**config.mk**
```make
export PLATFORM = sky130hd
export DESIGN_NAME = line_mem_ctrl
export DESIGN_NICKNAME = d
export VERILOG_FILES = /design/src/rtl/mem_ctrl_pkg.sv /design/src/rtl/line_mem_arb.sv /design/src/rtl/line_mem_ctrl.sv
export SDC_FILE = /design/constraint.sdc
export NUM_CORES = 1
export LEC_CHECK = 0
export BUFFER_PORTS_ARGS = -buffer_cell sky130_fd_sc_hd__buf_2
export CAP_MARGIN = 25
export CORE_MARGIN = 3
export CORE_UTILIZATION = 25
export DETAILED_ROUTE_END_ITERATION = 6
export HOLD_SLACK_MARGIN = 0.12
export PLACE_DENSITY = 0.46
export SYNTH_ARGS = -nofsm -noshare
export SYNTH_HDL_FRONTEND = slang
export SYNTH_SLANG_ARGS = --single-unit
```
**constraint.sdc**
```tcl
create_clock -name clk -period 2.7 [get_ports clk]
set_input_delay 0.27 -clock clk [delete_from_list [all_inputs] [get_ports clk]]
set_output_delay 0.27 -clock clk [all_outputs]
set_load 0.01 [all_outputs]
```
**src/rtl/mem_ctrl_pkg.sv**
```systemverilog
// Shared constants, FSM encoding and address helpers for the line memory controller.
package mem_ctrl_pkg;

  localparam int unsigned WORD_SIZE      = 16;
  localparam int unsigned FETCH_SIZE     = 64;
  localparam int unsigned WORDS_PER_LINE = 4;
  localparam int unsigned ADDR_W         = 16;
  localparam int unsigned TAG_W          = ADDR_W - 2;

  typedef enum logic [2:0] {
    IDLE     = 3'd0,
    RD       = 3'd1,
    RD_DRAIN = 3'd2,
    WR       = 3'd3,
    DONE     = 3'd4
  } state_t;

  // Line-aligned part of a word address.
  function automatic logic [TAG_W-1:0] line_tag(input logic [ADDR_W-1:0] addr);
    return addr[ADDR_W-1:2];
  endfunction

endpackage

```
**src/rtl/line_mem_arb.sv**
```systemverilog
// Two-port tie-break between I and D requesters.
// LINE_MEM_RR_ARB_EN selects round-robin ties; otherwise D always wins a tie.
module line_mem_arb (
  input  logic req_i,
  input  logic req_d,
  input  logic last_grant,
  output logic grant_i,
  output logic grant_d
);

  logic d_wins_tie;

`ifdef LINE_MEM_RR_ARB_EN
  // last_grant is 1 when D was served last, so the other port takes the tie.
  assign d_wins_tie = ~last_grant;
`else
  logic unused_last_grant;
  assign unused_last_grant = last_grant;
  assign d_wins_tie        = 1'b1;
`endif

  assign grant_d = req_d & (~req_i | d_wins_tie);
  assign grant_i = req_i & ~grant_d;

endmodule

```
**src/rtl/line_mem_ctrl.sv**
```systemverilog
// Serves 64-bit I/D cache line reads and D line writes from a 16-bit backing memory.
// Tie-break policy set by LINE_MEM_RR_ARB_EN inside line_mem_arb.
module line_mem_ctrl
  import mem_ctrl_pkg::*;
#(
  parameter int unsigned LATENCY = 1
) (
  input  logic                  clk,
  input  logic                  reset_n,
  input  logic                  i_readM,
  input  logic [ADDR_W-1:0]     i_addressM,
  output logic [FETCH_SIZE-1:0] i_dataM,
  output logic                  i_memReady,
  input  logic                  d_readM,
  input  logic                  d_writeM,
  input  logic [ADDR_W-1:0]     d_addressM,
  input  logic [FETCH_SIZE-1:0] d_wdataM,
  output logic [FETCH_SIZE-1:0] d_rdataM,
  output logic                  d_memReady,
  output logic                  mem_rd,
  output logic                  mem_wr,
  output logic [ADDR_W-1:0]     mem_addr,
  output logic [WORD_SIZE-1:0]  mem_wdata,
  input  logic [WORD_SIZE-1:0]  mem_rdata
);

  localparam logic [1:0] LAST_WORD = 2'(WORDS_PER_LINE - 1);

  state_t                  state;
  logic [1:0]              cnt;
  logic                    sel_d;
  logic                    last_grant;
  logic [TAG_W-1:0]        tag_q;
  logic [FETCH_SIZE-1:0]   wdata_q;
  logic [LATENCY-1:0]      pipe_vld;
  logic [1:0]              pipe_idx [LATENCY];

  logic                    grant_i;
  logic                    grant_d;
  logic [ADDR_W-1:0]       req_addr;
  logic                    cap_vld;
  logic [1:0]              cap_idx;
  logic                    unused_addr_lsb;

  assign unused_addr_lsb = ^{i_addressM[1:0], d_addressM[1:0]};

  line_mem_arb u_arb (
    .req_i      (i_readM),
    .req_d      (d_readM | d_writeM),
    .last_grant (last_grant),
    .grant_i    (grant_i),
    .grant_d    (grant_d)
  );

  assign req_addr = grant_d ? d_addressM : i_addressM;
  assign cap_vld  = pipe_vld[LATENCY-1];
  assign cap_idx  = pipe_idx[LATENCY-1];

  // Read-return tracker, FSM and all registered outputs.
  always_ff @(posedge clk) begin
    if (!reset_n) begin
      state      <= IDLE;
      cnt        <= '0;
      sel_d      <= 1'b0;
      last_grant <= 1'b0;
      tag_q      <= '0;
      wdata_q    <= '0;
      pipe_vld   <= '0;
      for (int s = 0; s < LATENCY; s++) pipe_idx[s] <= '0;
      mem_rd     <= 1'b0;
      mem_wr     <= 1'b0;
      mem_addr   <= '0;
      mem_wdata  <= '0;
      i_memReady <= 1'b0;
      d_memReady <= 1'b0;
      i_dataM    <= '0;
      d_rdataM   <= '0;
    end else begin
      // Each issued read word returns LATENCY cycles after its mem_rd cycle.
      pipe_vld[0] <= mem_rd;
      pipe_idx[0] <= cnt;
      for (int s = 1; s < LATENCY; s++) begin
        pipe_vld[s] <= pipe_vld[s-1];
        pipe_idx[s] <= pipe_idx[s-1];
      end

      if (cap_vld) begin
        if (sel_d) d_rdataM[{cap_idx, 4'b0000} +: WORD_SIZE] <= mem_rdata;
        else       i_dataM[{cap_idx, 4'b0000} +: WORD_SIZE]  <= mem_rdata;
      end

      i_memReady <= 1'b0;
      d_memReady <= 1'b0;

      case (state)
        IDLE: begin
          if (grant_i || grant_d) begin
            tag_q      <= line_tag(req_addr);
            sel_d      <= grant_d;
            last_grant <= grant_d;
            wdata_q    <= d_wdataM;
            cnt        <= '0;
            mem_addr   <= {line_tag(req_addr), 2'b00};
            if (grant_d && d_writeM) begin
              state     <= WR;
              mem_wr    <= 1'b1;
              mem_wdata <= d_wdataM[WORD_SIZE-1:0];
            end else begin
              state  <= RD;
              mem_rd <= 1'b1;
            end
          end
        end

        RD: begin
          if (cnt == LAST_WORD) begin
            state    <= RD_DRAIN;
            mem_rd   <= 1'b0;
            mem_addr <= '0;
            cnt      <= '0;
          end else begin
            cnt      <= cnt + 2'd1;
            mem_addr <= {tag_q, cnt + 2'd1};
          end
        end

        RD_DRAIN: begin
          if (cap_vld && cap_idx == LAST_WORD) begin
            state <= DONE;
            if (sel_d) d_memReady <= 1'b1;
            else       i_memReady <= 1'b1;
          end
        end

        WR: begin
          if (cnt == LAST_WORD) begin
            state      <= DONE;
            mem_wr     <= 1'b0;
            mem_addr   <= '0;
            mem_wdata  <= '0;
            cnt        <= '0;
            d_memReady <= 1'b1;
          end else begin
            cnt       <= cnt + 2'd1;
            mem_addr  <= {tag_q, cnt + 2'd1};
            mem_wdata <= wdata_q[{cnt + 2'd1, 4'b0000} +: WORD_SIZE];
          end
        end

        DONE:    state <= IDLE;
        default: state <= IDLE;
      endcase
    end
  end

endmodule

```
==> metrics.md, run 1 <==
| Metric | Value |
|---|---|
| Effective utilization at floorplan | `0.257` |
| Total core area | `41400 um^2` |
| Leak | `5.61 nW` |
| Avg WL per Cell | `18.5 um` |
| DR vias/cell | `4.97` |
| Setup repair bufs after CTS | `0` |
| Status | `finished clean` |
| Ys Warns | `0` |
| Layout cells sized above 1 | `0.254` |
| Final Skew | `0.0168 ns` |
| Hold Path Class | `primary input to flop` |
| Async set or reset register ratio after synthesis | `0` |
| Remaining DRCs | `0` |
| Fillers | `4326` |
| First-pass GRT wire length | `58300 um` |
| Die Ht | `212 um` |
| Number of synthesized flops with an enable pin | `0` |
| HP Start | `d_addressM[5]` |
| Slowest stage delay, CP | `0.59 ns` |
| Max Fclk | `481 MHz` |
| Critical path origin | `mem_addr[1]$_SDFFE_PN0P_` |
| WHS Endpoint | `tag_q[3]$_SDFFE_PN0P_` |
| CP Launch Type | `flop` |
| Crit path kind | `flop to flop` |
| Yosys reg bits | `249` |
| Syn Area/Cell | `8.55 um^2` |
| GRT Util Overall | `0.163` |
| IO buf count | `276` |
| Hold_buf cts | `91` |
| Starting DRT DRC Count | `756` |
| Main flop type after synthesis | `dfxtp_1` |
| Layout area overhead | `34.3%` |
| Sequential fraction of the synthesis area | `0.469` |
| Final setup fails | `0` |
| Hold_ws | `0.139 ns` |
| Rel. slew slack | `0.510` |
| Mapped Area | `10600 um^2` |
| CP Max Fanout | `17` |
| CTS Buf Count | `29` |
| # clock sinks | `249` |
| Minimum clock period | `2.08 ns` |
| Final net count | `1650` |
| Final hold violation count | `0` |
| # IOs | `281` |
| DIE WIDTH | `212 um` |
| Final WL | `38500 um` |
| Reg-to-reg startpoint | `mem_addr[1]$_SDFFE_PN0P_` |
| Number of distinct library cells after synthesis | `53` |
| Max Buffers Root-to-Sink | `3` |
| RSZ-0062 raised after global routing | `false` |
| Pwr/cell area | `834 nW/um^2` |
| WP data required | `3.12 ns` |
| Slew Limit Fails | `0` |
| Worst vdd ir | `0.412 mV` |
| Crit path depth | `5` |
| Syn Nets | `1367` |
| CP max-delay cell | `mux4_2` |
| Buf/Inv on CP | `1` |
| Worst-path cell chain | `ha_1, buf_4, mux4_2, a221oi_1, a211oi_1` |
| Core Rows | `74` |
| Post-Syn Instances | `1243` |
| Setup TNS Final | `0 ns` |
| GRT overflow | `0` |
| TritonCTS clock tree | `built` |
| Die area | `45000 um^2` |
| Post-DRT Antenna Nets | `0` |
| R2r setup slk | `0.62 ns` |
| CP Data Arrival Time | `2.50 ns` |
| Max Cap Viol | `0` |
| Slew @ Worst Pin | `0.732 ns` |
| Number of global-route vias before repair | `9579` |
| H-tree Lvls | `1` |
| Clock Root Buffer | `clkbuf_16` |
| Final worst path period share | `0.770` |
| Largest net degree at the start of global routing | `96` |
| Crit path capture type | `flop` |
| Total number of vias | `10.3k` |
| Worst Reg-to-Reg Cells | `5` |
| DP Wirelength | `25700 um` |
| Initial antenna violation count | `1` |
| GPL Wtd Cong | `0.765` |
| Worst reg2reg path endpoint | `mem_wdata[3]$_SDFFE_PN0P_` |
| Hold path cells | `4` |
| CP top delay family | `multiplexers` |
| Clock-pin slew on the worst setup and hold paths | `0.06 ns` |
| First drt pass iteration count | `5` |
| Cts repair resizes | `0` |
| Worst skew pair latency | `0.56 ns` |
[report_power, final]
part	switching (W)	internal (W)	leakage, nW
Sequential	0.000393	0.00421	2.03
Clock	0.00157	0.00234	0.475
Combinational	0.00203	0.00136	3.10
[worst max path at each step]
stage / to
CTS: mem_wdata[3]$_SDFFE_PN0P_
global route: wdata_q[55]$_SDFFE_PN0P_
global placement: mem_wdata[3]$_SDFFE_PN0P_
floorplan: mem_wdata[7]$_SDFFE_PN0P_
finish: mem_wdata[3]$_SDFFE_PN0P_
detailed placement: mem_wdata[3]$_SDFFE_PN0P_
[sequential cells by signal (all words and copies together) (netlist names), 2 cells and up]
name,cells
pipe_idx,2
tag_q,14
state,3
wdata_q,64
d_rdataM,64
i_dataM,64
mem_wdata,16
mem_addr,16
[logic make-up (layout without fill, tap and decap cells)]
family	Yosys count	after routing	share of synthesized area
AO/OA/AOI/OAI	386	386	0.206
other	0	1	0
flip-flops	249	249	0.469
multiplexers	17	17	0.0349
AND/OR/NAND/NOR	413	413	0.211
adder cells (fa/ha/maj)	7	7	0.00824
buffers and inverters	171	475	0.0706
[layout make-up]
cell class / instances / area [um^2] / area share
flip-flops and latches: 249 / 4990 / 0.349
well taps: 532 / 666 / 0.0467
diodes: 1 / 2.50 / 0.000175
clock inverters: 7 / 71.3 / 0.00500
inverters: 22 / 87.6 / 0.00614
multi-input cells: 823 / 4940 / 0.346
repair buffers: 401 / 2630 / 0.184
clock buffers: 45 / 886 / 0.0621
[through the flow]
| stage | cell area (um^2) | power, W | utilization | worst slack [ns] | cells |
|---|---|---|---|---|---|
| detailed placement | 12400 | 0.00800 | 0.300 | 0.610 | 1936 |
| floorplan | 10600 | 0.00687 | - | 0.773 | 1243 |
| global placement | 12400 | 0.00796 | 0.299 | 0.619 | 1935 |
| finish | 14300 | 0.0119 | 0.345 | 0.621 | 2080 |
| global route | 14300 | 0.0126 | 0.345 | 0.470 | 2080 |
| CTS | 14300 | 0.0121 | 0.345 | 0.599 | 2079 |
[synth_stat cells, drive strengths merged (2+ instances only)]
| cell | number | share of area |
|---|---|---|
| dfxtp | 249 | 0.47 |
| a21oi | 210 | 0.099 |
| nand3 | 164 | 0.077 |
| nand2 | 148 | 0.053 |
| o21ai | 95 | 0.045 |
| clkbuf | 76 | 0.027 |
| buf | 73 | 0.036 |
| inv | 22 | 0.0078 |
| a221oi | 17 | 0.015 |
| nand4 | 17 | 0.010 |
| nand4b | 17 | 0.014 |
| a211oi | 16 | 0.013 |
| mux4 | 16 | 0.034 |
| or4b | 16 | 0.015 |
| a211o | 15 | 0.012 |
| o31ai | 15 | 0.011 |
| or3b | 15 | 0.012 |
| a31oi | 14 | 0.0082 |
| ha | 7 | 0.0082 |
| and3b | 4 | 0.0033 |
| nand3b | 4 | 0.0028 |
| nor3 | 4 | 0.0028 |
| and3 | 3 | 0.0018 |
| nor2 | 3 | 0.0011 |
| nor3b | 3 | 0.0037 |
| and2 | 2 | 0.0012 |
| nor2b | 2 | 0.0012 |
| nor4 | 2 | 0.0026 |
| nor4b | 2 | 0.0037 |
| nor4bb | 2 | 0.0019 |
| or3 | 2 | 0.0012 |
[layout by cell type, fill, tap and decap left out, types with 3 or more instances in the layout]
master,netlist,final
dfxtp_1,249,248
clkbuf_16,0,29
a21oi_1,210,210
nand4b_1,17,17
or3b_1,13,13
clkbuf_8,0,10
clkbuf_1,73,6
a211oi_2,3,3
and3b_1,4,4
ha_1,7,7
and3_1,3,3
dlygate4sd3_1,0,91
nor2_1,3,3
clkinv_2,0,3
inv_1,22,21
a211o_1,15,15
o21ai_1,77,77
o21ai_0,18,18
nand2_1,147,147
buf_12,0,6
nand3b_1,4,4
a211oi_1,13,13
o31ai_1,15,15
a221oi_1,15,15
mux4_2,16,16
a31oi_1,14,14
buf_4,2,27
nand4_1,17,17
or4b_1,16,16
buf_2,53,276
nand3_1,164,164
[layer usage]
metal  up-vias  global-route usage  routed length [um]
li1       5042                   -                   -
met1      4902               0.235               18400
met2       339               0.259               17300
met3        46              0.0261                2080
met4         0              0.0335                 746
met5         -                   0                   0
[worst reg2reg max path, delay by kind of cell (launching register included)]
| kind | cells | cell delay [ns] |
|---|---|---|
| AOI/OAI and AO/OA | 2 | 0.43 |
| adders and majority gates | 1 | 0.27 |
| buffers and inverters | 1 | 0.33 |
| DFF | 1 | 0.32 |
| muxes | 1 | 0.60 |
No activity file was read; power rests on OpenSTA's default activity.
==> inputs of run 2 (changes only) <==
--- a/config.mk
+++ b/config.mk
@@ -11,7 +11,7 @@
 export CORE_UTILIZATION = 25
 export DETAILED_ROUTE_END_ITERATION = 6
 export HOLD_SLACK_MARGIN = 0.12
-export PLACE_DENSITY = 0.46
+export PLACE_DENSITY = 0.47
 export SYNTH_ARGS = -nofsm -noshare
 export SYNTH_HDL_FRONTEND = slang
 export SYNTH_SLANG_ARGS = --single-unit
==> constraint.sdc (replaced) <==
create_clock -name clk -period 1.8 [get_ports clk]
set_input_delay 0.18 -clock clk [delete_from_list [all_inputs] [get_ports clk]]
set_output_delay 0.18 -clock clk [all_outputs]
set_load 0.01 [all_outputs]
==> metrics.md, run 2 (synthesis gave the netlist of run 1 again) <==
| Metric | Value |
|---|---|
| Final worst path period share | `0.995` |
| TritonCTS clock tree | `built` |
| Slew Limit Fails | `0` |
| Hold Path Class | `primary input to flop` |
| Worst skew pair latency | `0.57 ns` |
| Max Cap Viol | `0` |
| Final WL | `39900 um` |
| Final setup fails | `0` |
| Final hold violation count | `0` |
| Crit path kind | `flop to flop` |
| CP max-delay cell | `mux4_2` |
| CTS Buf Count | `29` |
| Minimum clock period | `1.79 ns` |
| Final Skew | `0.0286 ns` |
| Leak | `5.97 nW` |
| Ant diodes | `0` |
| H-tree Lvls | `1` |
| Pre-CTS WS | `-0.0376 ns` |
| CP Launch Type | `flop` |
| Worst-path cell chain | `ha_4, buf_12, mux4_2, a221oi_2, a211oi_1` |
| Total number of vias | `10.7k` |
| CP Max Fanout | `7` |
| First-pass GRT wire length | `60100 um` |
| Remaining DRCs | `0` |
| Hold path cells | `4` |
| Fillers | `4232` |
| RSZ-0062 raised after global routing | `true` |
| Worst setup margin | `0.00890 ns` |
| IO buf count | `276` |
| Effective utilization at floorplan | `0.257` |
| GRT overflow | `0` |
| GPL Wtd Cong | `0.772` |
| Worst Reg-to-Reg Cells | `5` |
| Die Ht | `212 um` |
| Largest net degree at the start of global routing | `73` |
| DIE WIDTH | `212 um` |
| Avg WL per Cell | `18.7 um` |
| Pwr/cell area | `1240 nW/um^2` |
| Number of global-route vias before repair | `10.1k` |
| Largest regs | `d_rdataM: 64 flops, i_dataM: 64 flops, wdata_q: 64 flops` |
| Clock-pin slew on the worst setup and hold paths | `0.06 ns` |
| DR vias/cell | `5.01` |
| Layout cells sized above 1 | `0.284` |
| Rel. slew slack | `0.543` |
| First drt pass iteration count | `7` |
| CP Data Arrival Time | `2.19 ns` |
| Commonest non-fill, non-tap cell in the layout | `buf_2` |
| # IOs | `281` |
| GRT Util Overall | `0.168` |
| Initial antenna violation count | `0` |
| WP data required | `2.20 ns` |
| Layout area overhead | `41.5%` |
| Final net count | `1709` |
| Worst vdd ir | `0.732 mV` |
| Commonest cells after routing, fill and taps aside | `buf_2, dfxtp_1, a21oi_1, nand3_1, nand2_1` |
| Core Rows | `74` |
| Status | `finished clean` |
| Max Fclk | `558 MHz` |
| # clock sinks | `249` |
| Max Buffers Root-to-Sink | `3` |
| Total core area | `41400 um^2` |
| Die area | `45000 um^2` |
| Crit path capture type | `flop` |
| Post-DRT Antenna Nets | `0` |
| Slew @ Worst Pin | `0.685 ns` |
| Starting DRT DRC Count | `877` |
| Hold_ws | `0.170 ns` |
| Slowest stage delay, CP | `0.53 ns` |
| Clock Root Buffer | `clkbuf_16` |
| DP Wirelength | `26400 um` |
==> run 2: path summary, 6_finish.rpt <==
| path | start | end | slack (ns) |
|---|---|---|---|
| setup / recovery | mem_addr[1]$_SDFFE_PN0P_ | mem_wdata[4]$_SDFFE_PN0P_ | 0.009 |
| hold / removal | i_addressM[4] | tag_q[2]$_SDFFE_PN0P_ | 0.17 |
| setup reg to reg | mem_addr[1]$_SDFFE_PN0P_ | mem_wdata[4]$_SDFFE_PN0P_ | 0.009 |
| hold reg to reg | i_dataM[54]$_SDFFE_PN0P_ | i_dataM[54]$_SDFFE_PN0P_ | 0.45 |
==> run 2: per-layer routing <==
| metal | track usage | vias to the layer above | wire length (um) |
|---|---|---|---|
| li1 | - | 5174 | - |
| met1 | 0.237 | 5094 | 18400 |
| met2 | 0.262 | 389 | 17900 |
| met3 | 0.0325 | 57 | 2660 |
| met4 | 0.0446 | 0 | 978 |
| met5 | 0 | - | 0 |
==> run 2: metrics by stage <==
stage	area, um^2	util	cells	power, W	TNS (ns)
after global placement	12800	0.310	1973	0.0123	-0.0682
after CTS	15000	0.362	2136	0.0188	0
after floorplan	10700	-	1243	0.0104	-0.191
final	15000	0.363	2139	0.0187	0
after global routing	15000	0.363	2139	0.0197	-0.610
after detailed placement	12800	0.310	1973	0.0124	-0.177
==> run 2: worst max-delay path: cells and delay by family (launching register included) <==
family / cells / cell delay (ns)
fa+ha+maj: 1 / 0.30
buf+inv: 1 / 0.13
compound gates: 2 / 0.35
mux: 1 / 0.53
flops: 1 / 0.33
==> run 2: cell type report <==
cell class / instances / area (um^2) / share of cell area
Multi-Input combinational cell: 823 / 5050 / 0.336
Sequential cell: 249 / 4990 / 0.332
Timing Repair Buffer: 460 / 3240 / 0.215
Clock buffer: 45 / 906 / 0.0603
Tap cell: 532 / 666 / 0.0443
Clock inverter: 8 / 93.8 / 0.00624
Inverter: 22 / 87.6 / 0.00583
==> run 2: what timing repair did <==
item	4_1_cts	5_1_grt
resized for setup	7	11
hold endpoints to repair	236	0
buffers inserted	0	1
gates cloned	0	2
pin swaps	3	8
hold buffers	110	0
setup endpoints to repair	11	102
==> run 2: report_power, final <==
part           switching [W]  internal, W
Combinational        0.00331      0.00241
Clock                0.00239      0.00372
Sequential          0.000533      0.00632
Total                0.00623       0.0125
==> inputs of run 3 (changes only) <==
--- a/config.mk
+++ b/config.mk
@@ -12,6 +12,7 @@
 export DETAILED_ROUTE_END_ITERATION = 6
 export HOLD_SLACK_MARGIN = 0.12
 export PLACE_DENSITY = 0.47
+export RECOVER_POWER = 25
 export SYNTH_ARGS = -nofsm -noshare
 export SYNTH_HDL_FRONTEND = slang
 export SYNTH_SLANG_ARGS = --single-unit
==> metrics.md, run 3 (synthesis gave the netlist of run 1 again) <==
| Metric | Value |
|---|---|
| CP Launch Type | `flop` |
| Worst skew pair latency | `0.57 ns` |
| Initial antenna violation count | `0` |
| Slew Limit Fails | `0` |
| WL met2 | `17900 um` |
| Total core area | `41400 um^2` |
| Placed cell areas | `12800 um^2` |
| CP Max Fanout | `7` |
| Effective utilization at floorplan | `0.257` |
| Worst vdd ir | `0.733 mV` |
| Clock-pin slew on the worst setup and hold paths | `0.06 ns` |
| Worst setup margin | `0.0116 ns` |
| CP Data Arrival Time | `2.19 ns` |
| Setup TNS Final | `0 ns` |
| Clock Root Buffer | `clkbuf_16` |
| GRT Util Overall | `0.168` |
| Largest regs | `d_rdataM: 64 flops, i_dataM: 64 flops, wdata_q: 64 flops` |
| R2r setup slk | `0.01 ns` |
| Max Buffers Root-to-Sink | `3` |
| WHS Endpoint | `tag_q[2]$_SDFFE_PN0P_` |
| Max Fclk | `559 MHz` |
| HP Start | `i_addressM[4]` |
| DIE WIDTH | `212 um` |
| Final setup fails | `0` |
| GRT overflow | `0` |
| Minimum clock period | `1.79 ns` |
| IO buf count | `276` |
| Avg WL per Cell | `18.7 um` |
| Crit path capture type | `flop` |
| Worst Reg-to-Reg Cells | `5` |
| Wl on met1 | `18400 um` |
| Starting DRT DRC Count | `828` |
| Fillers | `4270` |
| Hold path cells | `4` |
| Number of global-route vias before repair | `10.1k` |
| TritonCTS clock tree | `built` |
| Cell area after layout | `14900 um^2` |
| Post-DRT Antenna Nets | `0` |
| Total number of vias | `10.7k` |
| Die area | `45000 um^2` |
| GPL Wtd Cong | `0.772` |
| Final WL | `39900 um` |
| WP data required | `2.20 ns` |
| Rel. slew slack | `0.549` |
| CTS Buf Count | `29` |
| Leak | `5.56 nW` |
| Die Ht | `212 um` |
| Final hold violation count | `0` |
| Reg-to-reg startpoint | `mem_addr[1]$_SDFFE_PN0P_` |
| DR vias/cell | `5.02` |
| Ant diodes | `0` |
| First-pass GRT wire length | `60100 um` |
| Layout cells sized above 1 | `0.224` |
| Pwr/cell area | `1250 nW/um^2` |
| # IOs | `281` |
| Status | `finished clean` |
| Core Rows | `74` |
| Hold Path Class | `primary input to flop` |
| Layout area overhead | `40.4%` |
| Largest net degree at the start of global routing | `73` |
| Slew @ Worst Pin | `0.677 ns` |
| Final worst path period share | `0.994` |
| Commonest cells after routing, fill and taps aside | `dfxtp_1, a21oi_1, buf_2, nand3_1, nand2_1` |
| Remaining DRCs | `0` |
| First drt pass iteration count | `5` |
| # clock sinks | `249` |
| Pre-CTS WS | `-0.0376 ns` |
| Area occupied by multi-input gates | `5050 um^2` |
| Max Cap Viol | `0` |
| RSZ-0062 raised after global routing | `true` |
| Final Skew | `0.0270 ns` |
| H-tree Lvls | `1` |
| DR WL met3 | `2590 um` |
| Worst reg2reg path endpoint | `mem_wdata[4]$_SDFFE_PN0P_` |
| Commonest non-fill, non-tap cell in the layout | `dfxtp_1` |
| Final Power | `0.0186 W` |
| Final net count | `1709` |
| Register area | `4990 um^2` |
| DP Wirelength | `26400 um` |
| Uppermost layer routed | `met4` |
| Crit path kind | `flop to flop` |
-- run 3: changes by cell type in the layout (fill, tap and decap cells not counted) --
cell	before	now
buf_2	276	180
clkbuf_1	4	100
-- run 3: final cells by class --
class	instances	area share
Multi-Input combinational cell	823	0.339
Timing Repair Buffer	460	0.209
Tap cell	532	0.0446
Clock buffer	45	0.0607
Sequential cell	249	0.335
Inverter	22	0.00587
Clock inverter	8	0.00629
-- run 3: per-layer routing --
metal  global-route usage  up-vias
li1                     -     5171
met3               0.0325       57
met5                    0        -
met4               0.0446        0
met1                0.237     5107
met2                0.262      393
-- run 3: how the worst max path moves through the flow --
stage                             startpoint                         end  slack, ns  cells after the start
finish              mem_addr[1]$_SDFFE_PN0P_   mem_wdata[4]$_SDFFE_PN0P_       0.01                      5
global route        mem_addr[0]$_SDFFE_PN0P_   mem_wdata[4]$_SDFFE_PN0P_      -0.08                      5
CTS                 mem_addr[1]$_SDFFE_PN0P_  mem_wdata[13]$_SDFFE_PN0P_      0.002                      5
detailed placement  mem_addr[1]$_SDFFE_PN0P_  mem_wdata[14]$_SDFFE_PN0P_      -0.04                      5
global placement    mem_addr[1]$_SDFFE_PN0P_   mem_wdata[5]$_SDFFE_PN0P_      -0.02                      5
floorplan           mem_addr[1]$_SDFFE_PN0P_   mem_wdata[7]$_SDFFE_PN0P_      -0.04                      6
-- run 3: worst max-delay path: stages, from the launching register on --
cell      delay [ns]
dfxtp_2         0.33
ha_4            0.29
buf_12          0.13
mux4_2          0.53
a221oi_2        0.27
a211oi_1        0.08
-- run 3: report_power, final --
part           leakage, nW  total, W  switching [W]  internal (W)
Combinational         3.03   0.00568        0.00331       0.00237
Clock                0.501   0.00611        0.00240       0.00372
Sequential            2.03   0.00686       0.000539       0.00632
-- run 3: what timing repair did --
action                                  CTS  global route
pin swaps                                 3             8
gates cloned                              0             2
buffers inserted                          0             1
hold endpoints to repair                236             0
hold buffers                            110             0
endpoints found under the setup margin   11           102
gates resized for setup                   7            11
-- run 3: through the flow --
step           instances   util  hold slack (ns)
5_1_grt             2139  0.360            0.160
3_5_place_dp        1973  0.310            0.441
6_report            2139  0.360            0.170
4_1_cts             2136  0.362            0.127
3_3_place_gp        1973  0.310            0.435
2_1_floorplan       1243      -            0.307
